[config.mk]
export PLATFORM = sky130hd
export DESIGN_NAME = ram_host_bridge
export DESIGN_NICKNAME = d
export VERILOG_FILES = /design/src/rtl/ram_host_bridge_pkg.sv /design/src/rtl/ram_host_bridge_beat_shifter.sv /design/src/rtl/ram_host_bridge.sv
export SDC_FILE = /design/constraint.sdc
export NUM_CORES = 1
export LEC_CHECK = 0
export CORE_AREA = 2 2 239 241
export DETAILED_ROUTE_END_ITERATION = 6
export DIE_AREA = 0 0 241 243
export PLACE_DENSITY = 0.52
export RECOVER_POWER = 50
export SYNTH_ARGS = -nofsm -noshare
export SYNTH_HDL_FRONTEND = slang
export SYNTH_SLANG_ARGS = --single-unit
[constraint.sdc]
create_clock -name clk -period 2.6 [get_ports clk]
set_clock_uncertainty 0.2 [all_clocks]
set_input_delay 0.26 -clock clk [delete_from_list [all_inputs] [get_ports clk]]
set_output_delay 0.26 -clock clk [all_outputs]
set_load 0.005 [all_outputs]
[src/rtl/ram_host_bridge_pkg.sv]
// Shared encodings and state type for the RAM host-port bridge.
package ram_host_bridge_pkg;

  localparam logic [1:0] OP_WR    = 2'b00;
  localparam logic [1:0] OP_RD    = 2'b01;
  localparam logic [1:0] OP_START = 2'b10;

  localparam logic [5:0] CMD_ADDR = 6'b000001;

  localparam logic [2:0] BANK_MIN = 3'd1;
  localparam logic [2:0] BANK_MAX = 3'd4;

  typedef enum logic [2:0] {
    S_IDLE, S_LOAD, S_WRITE, S_RADDR, S_RCAP, S_SEND, S_CMD, S_WAIT
  } state_t;

  function automatic logic bank_ok(input logic [2:0] bank);
    return (bank >= BANK_MIN) && (bank <= BANK_MAX);
  endfunction

endpackage

[src/rtl/ram_host_bridge_beat_shifter.sv]
// Word-wide register: parallel load, beat shift-in at the top, beat shift-out toward the bottom.
module ram_host_bridge_beat_shifter #(
  parameter int DATA = 256,
  parameter int BEAT = 32
) (
  input  logic            clk,
  input  logic            rst_n,
  input  logic            load,
  input  logic            shift_in,
  input  logic            shift_out,
  input  logic [DATA-1:0] din,
  input  logic [BEAT-1:0] beat_in,
  output logic [DATA-1:0] q
);

  // Shift-in enters at the top so the first beat ends up least significant after DATA/BEAT beats.
  always_ff @(posedge clk or negedge rst_n) begin
    if (!rst_n)         q <= '0;
    else if (load)      q <= din;
    else if (shift_in)  q <= {beat_in, q[DATA-1:BEAT]};
    else if (shift_out) q <= {{BEAT{1'b0}}, q[DATA-1:BEAT]};
  end

endmodule

[src/rtl/ram_host_bridge.sv]
// Bridges a 32-bit command/beat stream to the full-width operand RAM host port.
module ram_host_bridge #(
  parameter int DATA    = 256,
  parameter int BEAT    = 32,
  parameter int TIMEOUT = 65535
) (
  input  logic            clk,
  input  logic            rst_n,
  input  logic            cmd_valid,
  output logic            cmd_ready,
  input  logic [1:0]      cmd_op,
  input  logic [5:0]      cmd_addr,
  input  logic [3:0]      cmd_code,
  input  logic            wr_valid,
  output logic            wr_ready,
  input  logic [BEAT-1:0] wr_data,
  output logic            rd_valid,
  input  logic            rd_ready,
  output logic [BEAT-1:0] rd_data,
  output logic            ram_w,
  output logic [5:0]      ram_adbus,
  output logic [DATA-1:0] ram_wdata,
  input  logic [DATA-1:0] ram_rdata,
  input  logic [3:0]      ram_command,
  output logic            done,
  output logic            err
);
  import ram_host_bridge_pkg::*;

  localparam logic [15:0] WAIT_LAST = 16'(TIMEOUT - 1);

  state_t          state;
  logic [5:0]      addr_q;
  logic [2:0]      beat_cnt;
  logic [15:0]     wait_cnt;
  logic            accept, beat_in_fire, beat_out_fire, sh_load;
  logic [DATA-1:0] sh_din, sh_q;

  assign accept        = cmd_valid && cmd_ready;
  assign beat_in_fire  = wr_valid && wr_ready;
  assign beat_out_fire = rd_valid && rd_ready;

  // The command code rides through the shifter so CMD drives it on ram_wdata like any word.
  assign sh_load = (state == S_RCAP) || (accept && cmd_op == OP_START);
  assign sh_din  = (state == S_RCAP) ? ram_rdata : DATA'(cmd_code);

  ram_host_bridge_beat_shifter #(.DATA(DATA), .BEAT(BEAT)) u_shifter (
    .clk       (clk),
    .rst_n     (rst_n),
    .load      (sh_load),
    .shift_in  (beat_in_fire),
    .shift_out (beat_out_fire),
    .din       (sh_din),
    .beat_in   (wr_data),
    .q         (sh_q)
  );

  assign ram_wdata = sh_q;
  assign rd_data   = sh_q[BEAT-1:0];

  always_ff @(posedge clk or negedge rst_n) begin
    if (!rst_n) begin
      state     <= S_IDLE;
      cmd_ready <= 1'b1;
      wr_ready  <= 1'b0;
      rd_valid  <= 1'b0;
      ram_w     <= 1'b0;
      ram_adbus <= '0;
      done      <= 1'b0;
      err       <= 1'b0;
      addr_q    <= '0;
      beat_cnt  <= '0;
      wait_cnt  <= '0;
    end else begin
      done <= 1'b0;
      err  <= 1'b0;
      case (state)
        S_IDLE: if (accept) begin
          addr_q   <= cmd_addr;
          beat_cnt <= '0;
          case (cmd_op)
            OP_WR, OP_RD: begin
              if (!bank_ok(cmd_addr[5:3])) begin
                err <= 1'b1;
              end else if (cmd_op == OP_WR) begin
                state     <= S_LOAD;
                cmd_ready <= 1'b0;
                wr_ready  <= 1'b1;
              end else begin
                state     <= S_RADDR;
                cmd_ready <= 1'b0;
                ram_adbus <= cmd_addr;
              end
            end
            OP_START: begin
              state     <= S_CMD;
              cmd_ready <= 1'b0;
              ram_w     <= 1'b1;
              ram_adbus <= CMD_ADDR;
            end
            default: err <= 1'b1;
          endcase
        end
        S_LOAD: if (beat_in_fire) begin
          beat_cnt <= beat_cnt + 3'd1;
          if (beat_cnt == 3'd7) begin
            state     <= S_WRITE;
            wr_ready  <= 1'b0;
            ram_w     <= 1'b1;
            ram_adbus <= addr_q;
          end
        end
        S_WRITE: begin
          state     <= S_IDLE;
          ram_w     <= 1'b0;
          ram_adbus <= '0;
          done      <= 1'b1;
          cmd_ready <= 1'b1;
        end
        S_RADDR: state <= S_RCAP;
        S_RCAP: begin
          state     <= S_SEND;
          rd_valid  <= 1'b1;
          ram_adbus <= '0;
        end
        S_SEND: if (beat_out_fire) begin
          beat_cnt <= beat_cnt + 3'd1;
          if (beat_cnt == 3'd7) begin
            state     <= S_IDLE;
            rd_valid  <= 1'b0;
            done      <= 1'b1;
            cmd_ready <= 1'b1;
          end
        end
        S_CMD: begin
          state     <= S_WAIT;
          ram_w     <= 1'b0;
          ram_adbus <= '0;
          wait_cnt  <= '0;
        end
        S_WAIT: begin
          wait_cnt <= wait_cnt + 16'd1;
          // Cycle 0 still sees the echo of the command just written.
          if (wait_cnt != 16'd0 && ram_command == 4'd0) begin
            state     <= S_IDLE;
            done      <= 1'b1;
            cmd_ready <= 1'b1;
          end else if (wait_cnt == WAIT_LAST) begin
            state     <= S_IDLE;
            err       <= 1'b1;
            cmd_ready <= 1'b1;
          end
        end
        default: state <= S_IDLE;
      endcase
    end
  end

endmodule

[Yosys cells after proc, flatten, opt, wreduce, memory -nomap -nowiden]
Index checks and enable logic that the tools add are counted.
Widths: inputs -> output; s select.
Storage, ports and cells
  flip-flop bits (word level): 296
  bits of input ports: 309
  output and inout port bits: 300
  logic and storage cells: 128
Operators by class
  add/subtract/negate cells: 2
  magnitude comparators: 2
  equality and inequality tests: 24
  multiplexer cells: 58
  reduce and logical (&&, ||, !) cells: 30
Operators with widths (number)
  $mux 256: 4
  $mux 3: 11
  $pmux 16 s2: 1
  $mux 6: 5
  $pmux 3 s8: 1
  $mux 1: 23
  $reduce_and 7->1: 3
  $pmux 6 s3: 1
  $add 16x1->16 const B: 1
  $eq 16x16->1 const B: 1
  $ne 2x2->1 const B: 8
  $reduce_bool 16->1: 1
  $eq 3x3->1 const B: 5
  $pmux 6 s2: 1
  $reduce_bool 3->1: 4
  $pmux 1 s2: 5
  $ne 3x3->1 const B: 3
  $pmux 3 s3: 1
  $reduce_and 8->1: 1
  $eq 3x2->1 const B: 2
  $logic_and 1x1->1: 6
  $pmux 1 s3: 2
  $pmux 3 s2: 1
  $reduce_bool 2->1: 3
  21 further kinds: 22

[Depth between registers and ports, before layout]
  depth in word-level cells: 6
  depth in mapped cells: 8
  depth with buffers taken out: 7

[Hierarchy]
A second synthesis with hierarchy kept.
Unflattened totals
  cell total of the unflattened synthesis: 1807
  area, all modules: 18046.1 um^2
By module, submodules not included
  ram_host_bridge_beat_shifter: instances 1, cells an instance 1224, area an instance 13635.6 um^2, sequential area each 6406.1 um^2
  ram_host_bridge: instances 1, cells an instance 583, area an instance 4410.5 um^2, sequential area each 1002.2 um^2

[Worst setup path before layout]
OpenSTA, ideal clock, no wires.
  path type: register to register
  start point: register wait_cnt[6]
  end point: register state[0]
  arrival: 1636 ps
  slack: 684 ps
  stages on the path, launching flop included: 6
  buffers on the path: 0
  cell sequence: dfrtp_1 and4_4 nand3_4 or4_4 a211oi_2 mux2i_1
On the way
  cells in the longest elaborated chain, start to end: 4
  elaborated cells on any way between the ends: 7
  classes of those cells: 2 x eq/ne; 2 x mux; 3 x reduce/logical
Ends and longest elaborated chain
  start, declared: RTL line ram_host_bridge.sv:35  | logic [15:0] wait_cnt;
  start signal, assigned: RTL line ram_host_bridge.sv:142  | wait_cnt <= wait_cnt + 16'd1;
  $reduce_bool 16->1: RTL line ram_host_bridge.sv:144  | if (wait_cnt != 16'd0 && ram_command == 4'd0) begin
  $logic_and 1x1->1: RTL line ram_host_bridge.sv:144
  $ne 3x3->1 (no source line) / $mux 3 (equally long branches)
  $reduce_and 8->1 (no source line) / $pmux 3 s8 (equally long branches)
  end signal, assigned: RTL line ram_host_bridge.sv:145  | state <= S_IDLE;
  end signal, assigned: RTL line ram_host_bridge.sv:149  | state <= S_IDLE;
  end signal, assigned: RTL line ram_host_bridge.sv:154  | default: state <= S_IDLE;
  end, declared: RTL line ram_host_bridge.sv:32  | state_t state;
Several ways; a longest one is shown, not always the timed one.
A chain may end at the register's enable or synchronous reset.

[Worst setup path after layout]
  start point: register state[2]
  end point: register u_shifter.q[131]
On the way
  cells in the longest elaborated chain, start to end: 3
  elaborated cells on any way between the ends: 5
  classes of those cells: 1 x eq/ne; 2 x mux; 2 x reduce/logical
Ends and longest elaborated chain
  start signal, assigned: RTL line ram_host_bridge.sv:63  | state <= S_IDLE;
  start signal, assigned: RTL line ram_host_bridge.sv:86  | state <= S_LOAD;
  start signal, assigned: RTL line ram_host_bridge.sv:90  | state <= S_RADDR;
  $eq 3x3->1 *: RTL line ram_host_bridge.sv:44, ram_host_bridge.sv:45
  $mux 256 / $logic_or 1x1->1 (equally long branches): RTL line ram_host_bridge.sv:45, ram_host_bridge.sv:44
  $mux 256 / $reduce_bool 3->1 (equally long branches)
  end signal, assigned: RTL line ram_host_bridge_beat_shifter.sv:19  | else if (load) q <= din;
  end signal, assigned: RTL line ram_host_bridge_beat_shifter.sv:20  | else if (shift_in) q <= {beat_in, q[DATA-1:BEAT]};
  end signal, assigned: RTL line ram_host_bridge_beat_shifter.sv:21  | else if (shift_out) q <= {{BEAT{1'b0}}, q[DATA-1:BEAT]};
  end, declared: RTL line ram_host_bridge_beat_shifter.sv:13  | output logic [DATA-1:0] q
Every way passes the cells marked *; elsewhere a longest branch is shown, timed or not.

==> summary.txt <==
Route
  – Routed WL per cell: 21.5 um
  – Top sig layer: met4
  – DR iter-0 viols: roughly 670
  – First-pass DRT Iterations: 5
  – Via/cell ratio: 4.72
  – DR WL met2: 28.3 mm
  – Met3 WL: between 3 and 4 mm
  – Drt total wl: approximately 59 mm
  – WL met1: 24.6 mm
  – Drc violations: 0
  – Antenna-violating nets left: 0
  – Vias: 12,900

Timing
  – Final period util: 90.2%
  – Max transition margin: -15.4%
  – Fin. Hold Viols: 0
  – Worst slew pin tran: roughly 1700 ps
  – Final-report max-slew violation count: 60
  – Final setup viols: 0
  – Max Clk Rate: 427 MHz
  – RSZ-0062 raised after global routing: no
  – Fin worst setup slack: around 260 ps
  – Setup Total Neg Slack: 0 ps
  – Final hold slack: 59.7 ps
  – Post-layout minimum cycle time: 2340 ps

Cells and area
  – Utilization after layout: between 40% and 50%
  – Fill count: 5,631
  – Post-route cell area: 0.0225 mm2
  – P&R area growth vs syn: 60.7%
  – Ratio of cells with drive above 1 in the final layout: 7.20%
  – Final non-filler cell total: 2,737
  – Nets: 2,257

Critical path
  – Worst path required time: roughly 2900 ps
  – Crit Path Category: reg -> reg
  – Slowest Stage Delay on Critical Path: roughly 460 ps
  – CP Launch Type: flop
  – Reg-to-Reg End: u_shifter.q[131]
  – Slowest cell on crit path: dfrtp_1
  – Critical Path Start: state[2]
  – Critical R2R Launch: state[2]
  – Flop-to-flop setup slack: 260 ps
  – Worst-path fanout max: 79
  – WP data arrival: 2610 ps
  – WP buf/inv: 3
  – CP cell instances: clkbuf_1 > nand2_1 > nor2_4 > buf_12 > buf_12 > nand2_1 > o21ai_0
  – Worst r2r path cells: 7
  – Worst Setup End Kind: flop
  – Worst path top cell family by delay: buffers and inverters

Worst hold path
  – Worst hold stages: 3
  – Worst hold path type: in -> reg
  – Hold Path Sink: u_shifter.q[2]
  – Hold_sp: ram_rdata[2]

Logic synthesis
  – Syn Nets: 1,663
  – Avg Cell Area, Syn: 10.4 um2
  – Post-synth EDFFs: 0
  – Ys async rst share: 100%
  – Main synth FF type: dfrtp_1
  – Synthesized instance count: 1,349
  – Register area share after synthesis: a little over half
  – Distinct cells, synth: 50
  – Seq cells post-synth: 296
  – Yosys warnings: 0
  – Mapped Area: 0.0140 mm2

Global route
  – Global route overflow: 0
  – Largest net degree at the start of global routing: 80
  – Global router's overall resource usage: 19.5%
  – First-pass GRT wire length: 86.2 mm
  – Vias in the first global route: 13,200
  – Antenna violations before repair: 9

Clock tree
  – Setup Buffers After CTS: 0
  – Clk_lat worst skew: around 550 ps
  – CTS root buf: clkbuf_16
  – CTS Sinks: 296
  – CTS HTree Levels: 2
  – CTS Buf Count: 39
  – Clock-pin slew on the worst setup and hold paths: 60 ps
  – CTS tree: yes
  – Clock Tree Buf Depth: 3
  – Hold buffers post-CTS: 1
  – Cts repair resizes: 0

Floorplanning
  – Die height: 243 um
  – Initial Utilization: 25.0%
  – Core area: approximately 0.056 mm2
  – # IOs: just over 600
  – Die ar.: just under 0.06 mm2
  – Die X: 241 um
  – Num rows: 87

Power
  – Leak: 9.96 nW
  – Overall Power: 22.1 mW
  – Max VDD drop: roughly 0.5 mV
  – Power Density: slightly below 1000 mW/mm2

Run status
  – Outcome: finished, violations left
  – Failing checks: max-capacitance violations, max-slew violations

Placed design
  – Number of cells after detailed placement: around 2,700
  – GP Congestion: 0.861
  – Dpl cell area: 0.0213 mm2
  – DP HPWL: between 40 and 50 mm
  – IO Port Bufs: about 610
  – Pre-CTS setup slack: 76.2 ps

Job
  – Max cap viols: 1
report_power, final:
group | leakage (nW) | total [mW] | internal, mW | switching [mW]
clock | 0.592 | 5.17 | 3.08 | 2.09
sequential | 3.89 | 7.89 | 6.21 | 1.68
combinational | 5.48 | 9.05 | 5.04 | 4.02
total | 9.96 | 22.1 | 14.3 | 7.79
routing by layer:
layer	track usage, %	vias to the layer above
met5	0	-
met4	8.57	0
met3	4.49	99
met2	31.8	461
met1	24.5	6370
li1	-	5983
sequential cells by signal (all words and copies together), names as in the netlist:
name / cells
u_shifter.q: 256
wait_cnt: 16
addr_q: 6
ram_adbus: 6
beat_cnt: 3
state: 3
cmd_ready: 1
done: 1
err: 1
ram_w: 1
rd_valid: 1
wr_ready: 1
logic make-up (layout without fill, tap and decap cells):
group / Yosys count / count (layout) / share of synthesized area (%)
flip-flops: 296 / 296 / 52.9
multiplexers: 241 / 241 / 17.3
AND/OR/NAND/NOR: 355 / 355 / 11.1
buffers and inverters: 136 / 758 / 4.84
other: 0 / 10 / 0
AO/OA/AOI/OAI: 316 / 316 / 13.3
adder cells (fa/ha/maj): 5 / 5 / 0.447
layout make-up:
class	instances	area (um2)	share of cell area, %
clock buffers	60	1130	5.01
well taps	756	946	4.21
flip-flops and latches	296	7410	32.9
multi-input cells	917	5930	26.4
inverters	9	33.8	0.150
diodes	10	25.0	0.111
repair buffers	680	6930	30.8
clock inverters	9	91.3	0.406
worst register-to-register path, cell delays in order, from the launching register on:
cell and delay, ps:
dfrtp_1 460, clkbuf_1 340, nand2_1 170, nor2_4 230, buf_12 320, buf_12 330, nand2_1 110, o21ai_0 100
layout by cell type, fill, tap and decap left out, drive strengths merged, types with 11 or more instances in the layout:
cell,count
nor3,11
dfrtp,295
nand3,18
o21ai,240
and3,35
a221o,32
nor2,11
buf,64
mux2i,229
clkbuf,68
clkdlybuf4s50,473
nand2,257
dlygate4sd3,135
mux2,12
synth_stat cells (3+ instances only):
master	count	area (um2)
nand4_1	7	43.8
nor4_1	4	25.0
clkbuf_1	56	210
nor3_1	11	55.1
inv_1	8	30.0
nand2_1	257	965
nand3_1	16	80.1
buf_2	34	170
o221ai_1	4	35.0
mux2_1	3	33.8
and3_1	35	219
nor2_1	11	41.3
a31oi_1	3	18.8
a2bb2oi_1	5	43.8
a22o_1	9	78.8
dfrtp_1	295	7380
a21oi_1	7	35.0
mux2_2	9	101
mux2i_1	229	2290
o31ai_1	3	22.5
a221o_1	32	320
o21ai_0	239	1200
ha_1	5	62.6
buf_1	4	15.0
buf_4	33	248
worst max path at each step:
stage,endpoint,slack (ps),cells past startpoint
global placement,ram_adbus[0],110,6
CTS,cmd_ready,390,7
floorplan,state[0],680,5
global route,u_shifter.q[118],110,3
detailed placement,ram_adbus[5],80,6
finish,u_shifter.q[131],260,7
Note: power is estimated with default switching activity, not from simulation.
